<file path="src/rtl/wb_skid_stage.sv">
// Write-back stage with a two-entry skid buffer feeding the register file write port.
// Optional saturating stall counter enabled by defining WB_SKID_STALL_CNT_EN.
module wb_skid_stage #(
  parameter int unsigned DATA_W   = 64,
  parameter int unsigned ADDR_W   = 5,
  parameter int unsigned ZERO_REG = 31
) (
  input  logic              clk,
  input  logic              reset,
  input  logic              flush,
  input  logic              in_valid,
  output logic              in_ready,
  input  logic [DATA_W-1:0] in_data,
  input  logic [ADDR_W-1:0] in_dest,
  input  logic              in_wr_en,
  output logic              out_valid,
  input  logic              out_ready,
  output logic [DATA_W-1:0] out_data,
  output logic [ADDR_W-1:0] out_dest,
  output logic              out_wr_en
`ifdef WB_SKID_STALL_CNT_EN
  ,
  output logic [31:0]       stall_cnt
`endif
);

  typedef enum logic [1:0] {StEmpty, StOne, StFull} state_e;

  state_e            state_q, state_d;
  logic              in_ready_q, out_valid_q;
  logic [DATA_W-1:0] main_data_q, main_data_d, skid_data_q, skid_data_d;
  logic [ADDR_W-1:0] main_dest_q, main_dest_d, skid_dest_q, skid_dest_d;
  logic              main_wr_q, main_wr_d, skid_wr_q, skid_wr_d;
  logic              accept, drain, in_wr_eff;

  assign accept    = in_valid && in_ready_q;
  assign drain     = out_valid_q && out_ready;
  assign in_wr_eff = in_wr_en && (in_dest != ADDR_W'(ZERO_REG));

  always_comb begin
    state_d     = state_q;
    main_data_d = main_data_q;
    main_dest_d = main_dest_q;
    main_wr_d   = main_wr_q;
    skid_data_d = skid_data_q;
    skid_dest_d = skid_dest_q;
    skid_wr_d   = skid_wr_q;
    case (state_q)
      StEmpty: begin
        if (accept) begin
          state_d     = StOne;
          main_data_d = in_data;
          main_dest_d = in_dest;
          main_wr_d   = in_wr_eff;
        end
      end
      StOne: begin
        if (accept && drain) begin
          main_data_d = in_data;
          main_dest_d = in_dest;
          main_wr_d   = in_wr_eff;
        end else if (accept) begin
          state_d     = StFull;
          skid_data_d = in_data;
          skid_dest_d = in_dest;
          skid_wr_d   = in_wr_eff;
        end else if (drain) begin
          state_d = StEmpty;
        end
      end
      StFull: begin
        if (drain) begin
          state_d     = StOne;
          main_data_d = skid_data_q;
          main_dest_d = skid_dest_q;
          main_wr_d   = skid_wr_q;
        end
      end
      default: state_d = StEmpty;
    endcase
    // Squash wins over everything except reset; stale data is harmless once wr is cleared.
    if (flush) begin
      state_d   = StEmpty;
      main_wr_d = 1'b0;
    end
  end

  always_ff @(posedge clk) begin
    if (reset) begin
      state_q     <= StEmpty;
      in_ready_q  <= 1'b1;
      out_valid_q <= 1'b0;
      main_data_q <= '0;
      main_dest_q <= '0;
      main_wr_q   <= 1'b0;
      skid_data_q <= '0;
      skid_dest_q <= '0;
      skid_wr_q   <= 1'b0;
    end else begin
      state_q     <= state_d;
      in_ready_q  <= (state_d != StFull);
      out_valid_q <= (state_d != StEmpty);
      main_data_q <= main_data_d;
      main_dest_q <= main_dest_d;
      main_wr_q   <= main_wr_d;
      skid_data_q <= skid_data_d;
      skid_dest_q <= skid_dest_d;
      skid_wr_q   <= skid_wr_d;
    end
  end

  assign in_ready  = in_ready_q;
  assign out_valid = out_valid_q;
  assign out_data  = main_data_q;
  assign out_dest  = main_dest_q;
  assign out_wr_en = out_valid_q & main_wr_q;

`ifdef WB_SKID_STALL_CNT_EN
  logic [31:0] stall_cnt_q;

  always_ff @(posedge clk) begin
    if (reset) begin
      stall_cnt_q <= '0;
    end else if (out_valid_q && !out_ready && (stall_cnt_q != 32'hFFFF_FFFF)) begin
      stall_cnt_q <= stall_cnt_q + 32'd1;
    end
  end

  assign stall_cnt = stall_cnt_q;
`endif

endmodule

</file>
<file path="config.mk">
export PLATFORM = sky130hd
export DESIGN_NAME = wb_skid_stage
export DESIGN_NICKNAME = d
export VERILOG_FILES = /design/src/rtl/wb_skid_stage.sv
export SDC_FILE = /design/constraint.sdc
export NUM_CORES = 1
export LEC_CHECK = 0
export BUFFER_PORTS_ARGS = -buffer_cell sky130_fd_sc_hd__buf_2
export CAP_MARGIN = 20
export CORE_UTILIZATION = 52
export DETAILED_ROUTE_END_ITERATION = 10
export GPL_TIMING_DRIVEN = 0
export PLACE_DENSITY = 0.79
export SLEW_MARGIN = 40
export SYNTH_ARGS = -nofsm -noshare
export SYNTH_HDL_FRONTEND = slang
export SYNTH_SLANG_ARGS = --single-unit
export TNS_END_PERCENT = 100
</file>
<file path="constraint.sdc">
create_clock -name clk -period 1.7 [get_ports clk]
set_input_delay 0.34 -clock clk [delete_from_list [all_inputs] [get_ports clk]]
set_output_delay 0.34 -clock clk [all_outputs]
set_load 0.03 [all_outputs]
</file>
## Yosys cells after proc, flatten, opt, wreduce, memory -nomap -nowiden

Cells that the tools add are included.

| storage, ports and cells | value |
|---|---|
| output and inout port bits | 72 |
| register bits | 144 |
| word-level logic and storage cells | 47 |

| operators by class | value |
|---|---|
| bitwise logic cells | 2 |
| eq/ne operators | 7 |
| multiplexer cells | 19 |
| reductions and logical operators | 10 |

Operators with widths:

| kind | count |
|---|---|
| $mux 64 | 3 |
| $pmux 64 s3 | 1 |
| $mux 5 | 3 |
| $pmux 5 s3 | 1 |
| $mux 2 | 6 |
| $ne 2x2->1 const B | 4 |
| $pmux 2 s3 | 1 |
| $ne 5x5->1 const B | 1 |
| $logic_and 1x1->1 | 4 |
| $reduce_and 4->1 | 1 |
| $mux 1 | 3 |
| $pmux 1 s3 | 1 |
| $reduce_and 3->1 | 1 |
| $reduce_bool 3->1 | 1 |
| $eq 2x1->1 const B | 1 |
| $eq 2x2->1 const B | 1 |
| $logic_not 2->1 | 1 |
| $reduce_bool 2->1 | 1 |
| $reduce_or 2->1 | 1 |
| $and 1x1->1 | 1 |
| $not 1->1 | 1 |

## Logic depth before layout (Yosys ltp)

| logic depth | value |
|---|---|
| word-level depth | 7 |
| depth in mapped cells | 7 |
| depth with buffers taken out | 4 |

## Least setup slack after synthesis

No wires, ideal clock.

| timing path | value |
|---|---|
| path kind | register to register |
| start point | register out_valid_q (netlist: out_valid) |
| end point | register main_data_q[0] (netlist: out_data[0]) |
| required time | 1609 ps |
| cell stages (with the launch flop) | 7 |
| slack | 181 ps |
| arrival time | 1428 ps |
| path buffers | 2 |
| cells stage by stage | dfxtp_1 > nand2_1 > o22ai_2 > buf_6 > buf_6 > nor2_1 > a311oi_1 |

| between the ends | value |
|---|---|
| longest elaborated chain between the ends | 4 |
| elaborated cells between the ends (all ways) | 5 |
| those cells by class | eq/ne (2); reduce/logical (3) |

Ends and longest elaborated chain:

| element | RTL line | RTL |
|---|---|---|
| from (decl) | 30 | `logic in_ready_q, out_valid_q;` |
| from (signal assigned) | 102 | `out_valid_q <= (state_d != StEmpty);` |
| $logic_and 1x1->1 * | 37 | `assign drain = out_valid_q && out_ready;` |
| $logic_and 1x1->1 | 58 | `if (accept && drain) begin` |
| $ne 2x2->1 (no source line) | -- |  |
| $reduce_and 4->1 (no source line) * | -- |  |
| to (signal assigned) | 103 | `main_data_q <= main_data_d;` |
| to (decl) | 31 | `logic [DATA_W-1:0] main_data_q, main_data_d, skid_data_q, skid_data_d;` |

Mark *: on every way between the ends. The rest lies on a longest branch, timed or not.
A chain may end at the register's enable or synchronous reset.

## Worst setup path in the final report

| timing path | value |
|---|---|
| start point | register in_ready_q (netlist: in_ready) |
| end point | register skid_data_q[34] |

| between the ends | value |
|---|---|
| longest elaborated chain between the ends | 4 |

Ends and longest elaborated chain:

| element | RTL line | RTL |
|---|---|---|
| from (decl) | 30 |  |
| from (signal assigned) | 101 | `in_ready_q <= (state_d != StFull);` |
| $logic_and 1x1->1 * | 36 | `assign accept = in_valid && in_ready_q;` |
| $logic_and 1x1->1 | 58 |  |
| $not 1->1 (no source line) | -- |  |
| $reduce_and 3->1 (no source line) * | -- |  |
| to (signal assigned) | 106 | `skid_data_q <= skid_data_d;` |
| to (decl) | 31 |  |

Marks and branches as above.

==> metrics <==
status=completed; DRC Markers=0; Synth top area share=between 50 and 60%; #FFs+latches synth=about 140; first-pass GRT wire length=around 25 mm; CP Launch Type=flip-flop; Cell Pwr Density=1160 nW/um^2; routed via count=5663; area of the mapped netlist=5640 um^2; startpoint of the worst hold path=flush; Initial Util=54.1%; r2r setup slk=slightly below 50 ps; total track usage=28.1%; Pleak=0.00309 uW; CP Data Required Time=2140 ps; GP Congestion=0.824; setup TNS=0 ps; Final nets=964; Setup CP Type=reg -> reg; Port-buffer cells=145; TritonCTS clock tree=done; Crit. End Element=flip-flop; fraction of registers with async set/reset=0%; DRT Pass-1 Iters=7; Synth area leader=dfxtp_1; fraction of layout cells with a size suffix above 1=about a quarter; Die X=106 um; YS warnings=0; Peak VDD IR=0.671 mV; Via density=5.46; Detail Route Antenna Nets=0; count of different cell masters after synthesis=27; setup violators final=0; initial antenna violation count=0; synth top area cells=dfxtp_1, nand2_1, a311oi_1; origin of the critical flop-to-flop path=in_ready; Syn Inst Count=720; top-count cell post-synth=nand2_1; most frequent cells after synthesis=nand2_1, dfxtp_1, a21oi_1, a311oi_1, nor2_1; clock sinks=144; Reg area=just under 3000 um^2; total wire length=15.6 mm; Max H-tree Level=4; min Tclk post-route=1650 ps; max_slew headroom=56.6%; largest net degree at the start of global routing=17; Worst-Skew Late Latency=530 ps; initial DRC count=334; total CTS buffers=17; Worst Path Max Fanout=10; clk_skew=7.74 ps; Max-cap violations=0; CTS Buffer Depth=2; Synth Flop Type=dfxtp_1; Hold Path Sink=out_valid; Hold WS=38.3 ps; fin crit share=between 90 and 100%; Area Growth Syn to Fin=29.4%; Post-synth EDFFs=0; Die Area=11300 um^2; Hold Path Class=in -> reg; Fin. Hold Viols=0; Rows=37; R2R Path End=skid_data_q[34]; worst-margin pin slew=approximately 650 ps; dpl hpwl=10.6 mm; syn avg cell area=about 8 um^2; Net Count, Synth=795; num ports=about 150; Pins Over Slew Limit=0; fill count=881; WHS Path Cells=2; multi-input logic area=between 2000 and 2500 um^2; clock slew at reported path FFs=60 ps; vias in the first global route=5281; root buf cell=clkbuf_8; die height=~110 um; FMAX=approximately 610 MHz; register area share after synthesis=roughly 51%; # hold bufs at CTS=0; core area=10400 um^2; DR WL/cell=15.1 um; Register-to-Register Path Depth=6; Congestion Overflow GR=0; RSZ-0062 raised after global routing=true; Final Power=8470 uW; # diodes=0; Arr. time, crit path=2090 ps
==> state kept, by name (all words and copies together) (netlist names) <==
name	flops
in_ready	1
main_wr_q	1
out_data	64
out_dest	5
out_valid	1
skid_data_q	64
skid_dest_q	5
skid_wr_q	1
state_q	2
==> logic make-up (layout without fill, tap and decap cells) <==
logic type	count (synthesis)	after routing	synth area share (%)
DFF	144	144	51.2
buffers and inverters	63	245	5.44
and+or+nand+nor	361	361	24.5
muxes	2	2	0.377
AOI/OAI and AO/OA	150	150	18.5
==> per-stage QoR <==
step	setup slack (ps)	cells	util, %	instance area (um^2)
2_1_floorplan	181	720	-	5640
3_3_place_gp	-188	1001	62.7	6530
3_5_place_dp	-225	1001	62.7	6530
4_1_cts	14.1	1034	68.5	7130
5_1_grt	-43.1	1038	70.0	7290
6_report	48.8	1038	70.0	7290
==> critical path, stage by stage, from the launching register on <==
cell and delay [ps]:
dfxtp_1 420, and3b_1 260, and2_1 160, buf_2 220, buf_2 270, nand2_1 80, a21oi_1 170
==> power by group <==
group          internal (uW)  total [uW]  switching, uW
sequential              3560        3660           97.6
clock                   2240        3660           1420
combinational            398        1150            756
total                   6200        8470           2270
==> cell usage in the layout (no fill, tap or decap), drive strengths merged, types with 2 or more instances in the layout <==
cell      count
clkinvlp      3
nand2       281
buf         170
nor2         69
clkinv        4
dfxtp       144
nor3          2
clkbuf       65
bufinv        2
a21oi        73
and2          3
a311oi       69
==> metal layers <==
metal	vias to the layer above	GRT usage [%]	routed length, um
met4	0	10.0	216
met2	210	47.7	7890
li1	2771	-	-
met1	2664	33.6	6470
met3	18	8.28	1050
met5	-	0	0
==> worst max-delay path by stage <==
stage	start	endpoint	slack (ps)	cells after the start
after floorplan	out_valid	out_data[0]	180	6
after global placement	reset	skid_data_q[32]	-190	4
after CTS	state_q[0]	skid_wr_q	10	6
after global routing	state_q[0]	out_data[0]	-40	6
after detailed placement	reset	skid_data_q[26]	-230	4
final	in_ready	skid_data_q[34]	50	6
==> cell type report <==
type	instances	share of cell area [%]
flip-flops and latches	144	39.6
clock inverters	9	1.46
clock buffers	23	6.54
multi-input cells	513	34.1
inverters	1	0.0515
well taps	136	2.33
plain buffers	61	5.10
repair buffers	151	10.8
==> what timing repair did <==
| item | CTS | global route |
|---|---|---|
| gates resized for setup | 4 | 57 |
| cloned | 1 | 1 |
| setup buffers | 0 | 4 |
| pin swaps | 0 | 16 |
| setup endpoints to repair | 19 | 141 |
Power figures use the tool's default switching activity.
